==> config.mk <==
export PLATFORM = sky130hd
export DESIGN_NAME = pht_port_sched
export DESIGN_NICKNAME = d
export VERILOG_FILES = /design/src/rtl/pht_port_sched.sv
export SDC_FILE = /design/constraint.sdc
export NUM_CORES = 1
export LEC_CHECK = 0
export BUFFER_PORTS_ARGS = -buffer_cell sky130_fd_sc_hd__buf_2
export CORE_ASPECT_RATIO = 0.5
export CORE_MARGIN = 8
export CORE_UTILIZATION = 44
export CTS_CLUSTER_DIAMETER = 200
export CTS_CLUSTER_SIZE = 40
export DETAILED_ROUTE_END_ITERATION = 8
export PLACE_DENSITY_LB_ADDON = 0.25
export SYNTH_ARGS = -nofsm -noshare
export SYNTH_HDL_FRONTEND = slang
export SYNTH_SLANG_ARGS = --single-unit
==> constraint.sdc <==
create_clock -name clk -period 1.8 [get_ports clk]
set_clock_uncertainty 0.15 [all_clocks]
set_input_delay 0.09 -clock clk [delete_from_list [all_inputs] [get_ports clk]]
set_output_delay 0.09 -clock clk [all_outputs]
set_load 0.01 [all_outputs]
==> src/rtl/pht_port_sched.sv <==
// Single-port scheduler for the 2-bit pattern history table: sweeps every entry
// to INIT_VAL after reset/flush, then arbitrates the port between lookups and RMW updates.
module pht_port_sched #(
  parameter int               ADDR_W       = 8,
  parameter int               CTR_W        = 2,
  parameter logic [CTR_W-1:0] INIT_VAL     = 2'b01,
  parameter int               STARVE_LIMIT = 4
) (
  input  logic              clk,
  input  logic              rst_n,
  input  logic              flush_req,
  output logic              init_busy,
  input  logic              lookup_valid,
  input  logic [ADDR_W-1:0] lookup_addr,
  output logic              lookup_ready,
  output logic              pred_valid,
  output logic [CTR_W-1:0]  pred_ctr,
  output logic              pred_taken,
  input  logic              update_valid,
  input  logic [ADDR_W-1:0] update_addr,
  input  logic              update_taken,
  output logic              update_ready,
  output logic [ADDR_W-1:0] table_addr,
  output logic              table_we,
  output logic [CTR_W-1:0]  table_wdata,
  input  logic [CTR_W-1:0]  table_rdata
);

  localparam int SW = $clog2(STARVE_LIMIT + 1);
  localparam logic [SW-1:0] LIMIT = SW'(STARVE_LIMIT);

  typedef enum logic [1:0] {INIT, IDLE, UPD_WR} state_t;

  state_t            state, state_next;
  logic [ADDR_W-1:0] idx, idx_next;
  logic [SW-1:0]     starve_cnt, starve_next;
  logic [ADDR_W-1:0] upd_addr;
  logic              upd_taken;
  logic              at_limit, idle_open;
  logic              lookup_grant, update_grant;
  logic [ADDR_W-1:0] addr_c;
  logic              we_c;
  logic [CTR_W-1:0]  wdata_c;
  logic [CTR_W-1:0]  ctr_bumped;

  // Readiness never looks at its own valid, so requesters may wait on ready.
  assign at_limit     = (starve_cnt == LIMIT);
  assign idle_open    = (state == IDLE) && !flush_req;
  assign lookup_ready = idle_open && !at_limit;
  assign update_ready = idle_open && (at_limit || !lookup_valid);
  assign lookup_grant = lookup_valid && lookup_ready;
  assign update_grant = update_valid && update_ready;

  always_comb begin
    ctr_bumped = table_rdata;
    if (upd_taken) begin
      if (table_rdata != {CTR_W{1'b1}}) ctr_bumped = table_rdata + 1'b1;
    end else begin
      if (table_rdata != '0) ctr_bumped = table_rdata - 1'b1;
    end
  end

  always_comb begin
    state_next  = state;
    idx_next    = idx;
    starve_next = starve_cnt;
    addr_c      = '0;
    we_c        = 1'b0;
    wdata_c     = '0;
    case (state)
      INIT: begin
        addr_c   = idx;
        we_c     = 1'b1;
        wdata_c  = INIT_VAL;
        idx_next = idx + 1'b1;
        if (idx == {ADDR_W{1'b1}}) state_next = IDLE;
      end
      IDLE: begin
        addr_c = update_grant ? update_addr : lookup_addr;
        if (update_grant) begin
          starve_next = '0;
        end else if (update_valid && !at_limit) begin
          starve_next = starve_cnt + 1'b1;
        end
        if (flush_req) begin
          state_next = INIT;
          idx_next   = '0;
        end else if (update_grant) begin
          state_next = UPD_WR;
        end
      end
      UPD_WR: begin
        // The write always lands before a flush sweep begins.
        addr_c     = upd_addr;
        we_c       = 1'b1;
        wdata_c    = ctr_bumped;
        state_next = flush_req ? INIT : IDLE;
        idx_next   = '0;
      end
      default: begin
        state_next = INIT;
        idx_next   = '0;
      end
    endcase
  end

  always_ff @(posedge clk or negedge rst_n) begin
    if (!rst_n) begin
      state      <= INIT;
      idx        <= '0;
      starve_cnt <= '0;
      upd_addr   <= '0;
      upd_taken  <= 1'b0;
      pred_valid <= 1'b0;
    end else begin
      state      <= state_next;
      idx        <= idx_next;
      starve_cnt <= starve_next;
      pred_valid <= lookup_grant;
      if (update_grant) begin
        upd_addr  <= update_addr;
        upd_taken <= update_taken;
      end
    end
  end

  // Port drive is held quiet while reset is asserted, even though the FSM sits in INIT.
  assign table_we    = rst_n & we_c;
  assign table_addr  = rst_n ? addr_c : '0;
  assign table_wdata = rst_n ? wdata_c : '0;

  assign init_busy  = (state == INIT);
  assign pred_ctr   = pred_valid ? table_rdata : '0;
  assign pred_taken = pred_ctr[CTR_W-1];

endmodule

; ---- After elaboration in Yosys (flattened, before gate mapping)
; Index checks and enable logic that the tools add are counted.
[classes]
n_reduce_logical = 16
eq_ne = 8
add_sub_neg = 4
bitwise_logic = 1
n_mux = 19
[ops]
columns = op, count
row1 = 2-to-1 mux 8 bit, 3
row2 = one-hot mux 8 bit (3 select lines), 1
row3 = 2-to-1 mux 2 bit, 8
row4 = one-hot mux 8 bit (2 select lines), 1
row5 = "adder 8 x 1 -> 8 bit, second input constant", 1
row6 = "equality test 8 bit, second input constant", 1
row7 = logical AND 1 bit, 6
row8 = 2-to-1 mux 3 bit, 2
row9 = one-hot mux 2 bit (3 select lines), 1
row10 = "!= test 2 bit, second input constant", 2
row11 = one-hot mux 2 bit (2 select lines), 1
row12 = AND reduction 2 bit, 2
row13 = nonzero test 2 bit, 2
row14 = "adder 3 x 1 -> 3 bit, second input constant", 1
row15 = "equality test 3 bit, second input constant", 1
row16 = zero test 1 bit, 3
row17 = "!= test 3 bit, second input constant", 1
row18 = "adder 2 x 1 -> 2 bit, second input constant", 1
row19 = "equality test 2 x 1 -> 1 bit, second input constant", 1
row20 = "equality test 2 bit, second input constant", 1
row21 = zero test 2 bit, 1
row22 = 2-to-1 mux 1 bit, 2
row23 = "!= test 2 x 1 -> 1 bit, second input constant", 1
row24 = OR reduction 2 bit, 1
row25 = 3 further kinds, 3
[word_totals]
ff_bits = 23
inputBits = 24
out_inout_bits = 18

; ---- Depth between registers and ports, before layout
[logic_depth]
ltp_word = 7
ltp_mapped = 7
mapped_depth_nobuf = 5

; ---- Worst setup path before layout
; No wires, ideal clock.
[synth_timing]
path_type = register to output
start = register starve_cnt[0]
end = output table_addr[0]
slack_ps = 138
t_arrival_ps = 1422
path_buffers = 1
stages_incl_launch_ff = 7
required_ps = 1560
path_cell_list = dfrtp_1 > inv_1 > ha_1 > a21bo_2 > clkbuf_1 > nand3_1 > o221ai_1
[synth_between]
elab_chain_cells = 7
[synth_rtl]
columns = item, line
row1 = start: declaration, 36  ; logic [SW-1:0] starve_cnt, starve_next;
row2 = start signal: assignment, 118  ; starve_cnt <= starve_next;
row3 = equality test 3 bit, 47  ; assign at_limit = (starve_cnt == LIMIT);
row4 = logical OR 1 bit, 50  ; assign update_ready = idle_open && (at_limit || !lookup_valid);
row5 = logical AND 1 bit, 50
row6 = logical AND 1 bit, 52  ; assign update_grant = update_valid && update_ready;
row7 = 2-to-1 mux 8 bit, 79  ; addr_c = update_grant ? update_addr : lookup_addr;
row8 = one-hot mux 8 bit (3 select lines), 70  ; case (state)
row9 = 2-to-1 mux 8 bit, 129  ; assign table_addr = rst_n ? addr_c : '0;
row10 = end: declaration, 23  ; output logic [ADDR_W-1:0] table_addr,
; Every way passes these cells.

; ---- Worst setup path after layout
[layout_timing]
start = register state[1]
end = output table_addr[1]
[layout_between]
elab_chain_cells = 7
elab_cells_between_ends = 9
cone_classes = eq/ne: 2 / mux: 3 / reduce/logical: 4
[layout_rtl]
columns = item, line
row1 = start: declaration, 34  ; state_t state, state_next;
row2 = start signal: assignment, 116  ; state <= state_next;
row3 = equality test 2 x 1 -> 1 bit, "48, 70"
row4 = logical AND 1 bit, 48  ; assign idle_open = (state == IDLE) && !flush_req;
row5 = logical AND 1 bit, 50
row6 = logical AND 1 bit, 52
row7 = 2-to-1 mux 8 bit, 79
row8 = one-hot mux 8 bit (3 select lines) (*), 70
row9 = 2-to-1 mux 8 bit (*), 129
; Every way passes the cells marked *; elsewhere a longest branch is shown, timed or not.

==> metrics.cfg <==
[outcome]
outcome = complete, but fails checks
violations = negative setup slack

[sta]
setup-violations-final = 10
slew_headroom = 0.7682
layout_setup_ws_ps = -126.0
slew_viol_final = 0
fmax_mhz = 519.2
rsz0062_at_grt = yes
setup_tns_ps = -951.5
tightest_slew_ps = 346.5
period_share = 1.070
hold_ws_ps = 73.59
min_period_ps = 1926
hold_violations = 0

[pwr]
p_leak_nw = 1.016
total_power_mw = 1.505
cellPowerDensity_mw_per_mm2 = 677.4
peakVddDrop_mv = 0.4378

[clocking]
cts_max_path_buffers = 2
clk_pin_slew_ps = 80
cts_buffers = 3
cts_root_buffer = clkbuf_8
cts_max_level = 1
cts_tree = done
cts_sinks = 23
clk_latency_ps = 270

[synth]
ys_seq_area_frac = 0.3918
yosysUniqueCellTypes = 46
yosys.area_share.simple = 0.2198
syn_avg_cell_area_um2 = 8.957
synthArstFlopShare = 1.000
synth_area_mm2 = 0.001469
synth_edf_count = 0
synth_compound_area_frac = 0.1942
muxShareOfSynthArea = 0.06814
synthCells = 164
synth-main-ff-cell = dfrtp_1
synth_adder_area_share = 0.03918
synth_fp_nets = 191
synthXorXnorAreaFrac = 0
yosys_register_bits = 23
yosys_warnings = 0
synth_top_family_by_area = simple AND/OR/NAND/NOR gates

[drt]
vias = 1548
ant_nets = 0
routed_via_density = 5.588
post_drt_wl_per_cell_um = 16.65
drc = 0
drt-initial-drc-count = 66
first_pass_iters = 6
routed_wl_mm = 4.612

[worst_setup_path]
cp_slowest_cell = dfrtp_1
path_max_fanout = 8
path_delay_family = flip-flops
worstSetupPathType = reg -> out
r2r_start = starve_cnt[0]
crit_start = state[1]
end_kind = output pin
worst-path-buf-inv = 2
worstSetupStartpointType = register
crit_chain = nor4bb_4 > buf_6 > nand3_4 > o221ai_2 > buf_2
arrival_ps = 1690
slowest_delay_ps = 430
crit_required_ps = 1560

[global_route]
grt_pass1_wl_mm = 7.396
antenna_found_initial = 0
grt_usage = 0.1601
grt_pass1_vias = 1524
grt_max_degree = 22
grt-ovfl-total = 0

[floorplanning]
die_h_um = 56.86
rows = 14
boundaryPins = 42
core_area_mm2 = 0.003100
die_area_mm2 = 0.005555
die_x_um = 97.71
start_util = 0.4738

[place]
gp_congestion = 0.7889
place_hpwl_mm = 3.143
place_ws_ps = -106.7
dp.cells = 253
place_area_mm2 = 0.001792
numPortBuffers = 41

[layout]
regArea_um2 = 575.6
num-fill-cells = 240
area_growth_pct = 51.28
layout.nets = 265
antenna_cells = 0
fin_area_mm2 = 0.002222
multi_input_area_um2 = 945.9
finalCoreUtilization = 0.7167
layout-drive-gt1-share = 0.4599
fin_cells = 277

[hold_path]
worstHoldPathType = in -> reg
worstHoldStart = flush_req

[flow_run]
maxCapViolCount = 0

registers in the layout, summed over array words and instances, names as in the netlist:
register / cells
starve_cnt: 3
upd_addr: 8
state: 2
upd_taken: 1
pred_valid: 1
idx: 8
per-layer routing:
metal  global-route usage  share of wire  vias up  wire length [µm]
met1               0.1993           0.45      747              2087
met4              0.03070         0.0046        0                21
li1                     -              -      735                 -
met2               0.2682           0.47       62              2152
met3              0.04785          0.076        4               351
met5                    0              0        -                 0
power breakdown:
group	internal (mW)	switching, mW
combinational	0.275	0.237
sequential	0.590	0.0727
clock	0.155	0.175
path summary, 6_finish.rpt:
| kind | endpoint | cells past startpoint | slack [ps] |
|---|---|---|---|
| max | table_addr[1] | 5 | -130 |
| min | pred_valid | 3 | 70 |
| max reg2reg | starve_cnt[2] | 7 | 50 |
| min in group asynchronous | upd_addr[1] | 2 | 170 |
| min reg2reg | upd_taken | 1 | 380 |
| max in group asynchronous | state[0] | 3 | 750 |
tightest hold or removal path: stages:
cell	delay [ps]
buf_2	150
or3b_4	180
nor2_1	40
cells by family after synthesis:
logic type | count (synthesis)
AND/OR/NAND/NOR | 60
AO/OA/AOI/OAI | 41
buffers and inverters | 26
flip-flops | 23
multiplexers | 9
adder cells (fa/ha/maj) | 5
placed cells by master (no fill, tap or decap), types with 6 or more instances in the layout:
cell type,instances
o21ai_0,8
buf_4,23
mux2_2,7
nand3_4,6
inv_1,13
o21ai_1,8
buf_6,6
dfrtp_1,23
buf_2,40
nand2_1,21
dlygate4sd3_1,10
o221ai_2,7
timing repair:
action | CTS | global route
resized for setup | 17 | 25
hold endpoints to repair | 32 | 0
hold buffers | 10 | 0
cloned | 1 | 0
setup buffers | 5 | 4
setup endpoints to repair | 15 | 13
pin swaps | 4 | 9
synthesized netlist by cell type, types with 5 or more instances:
cell / instances / area (µm²)
o221ai_1: 8 / 70.07
inv_1: 15 / 56.30
mux2_2: 7 / 78.83
o21ai_0: 8 / 40.04
o21ai_1: 8 / 40.04
nand3_1: 12 / 60.06
and2_1: 5 / 31.28
nand2_1: 21 / 78.83
dfrtp_1: 23 / 575.6
cell type report:
| type | instances | share of cell area |
|---|---|---|
| timing repair buffer | 79 | 0.2432 |
| sequential | 23 | 0.2590 |
| tap | 40 | 0.02252 |
| multi-input combinational | 115 | 0.4257 |
| clock buffer | 3 | 0.01858 |
| clock inverter | 1 | 0.002252 |
| inverter | 16 | 0.02872 |
No activity file was read; power rests on OpenSTA's default activity.
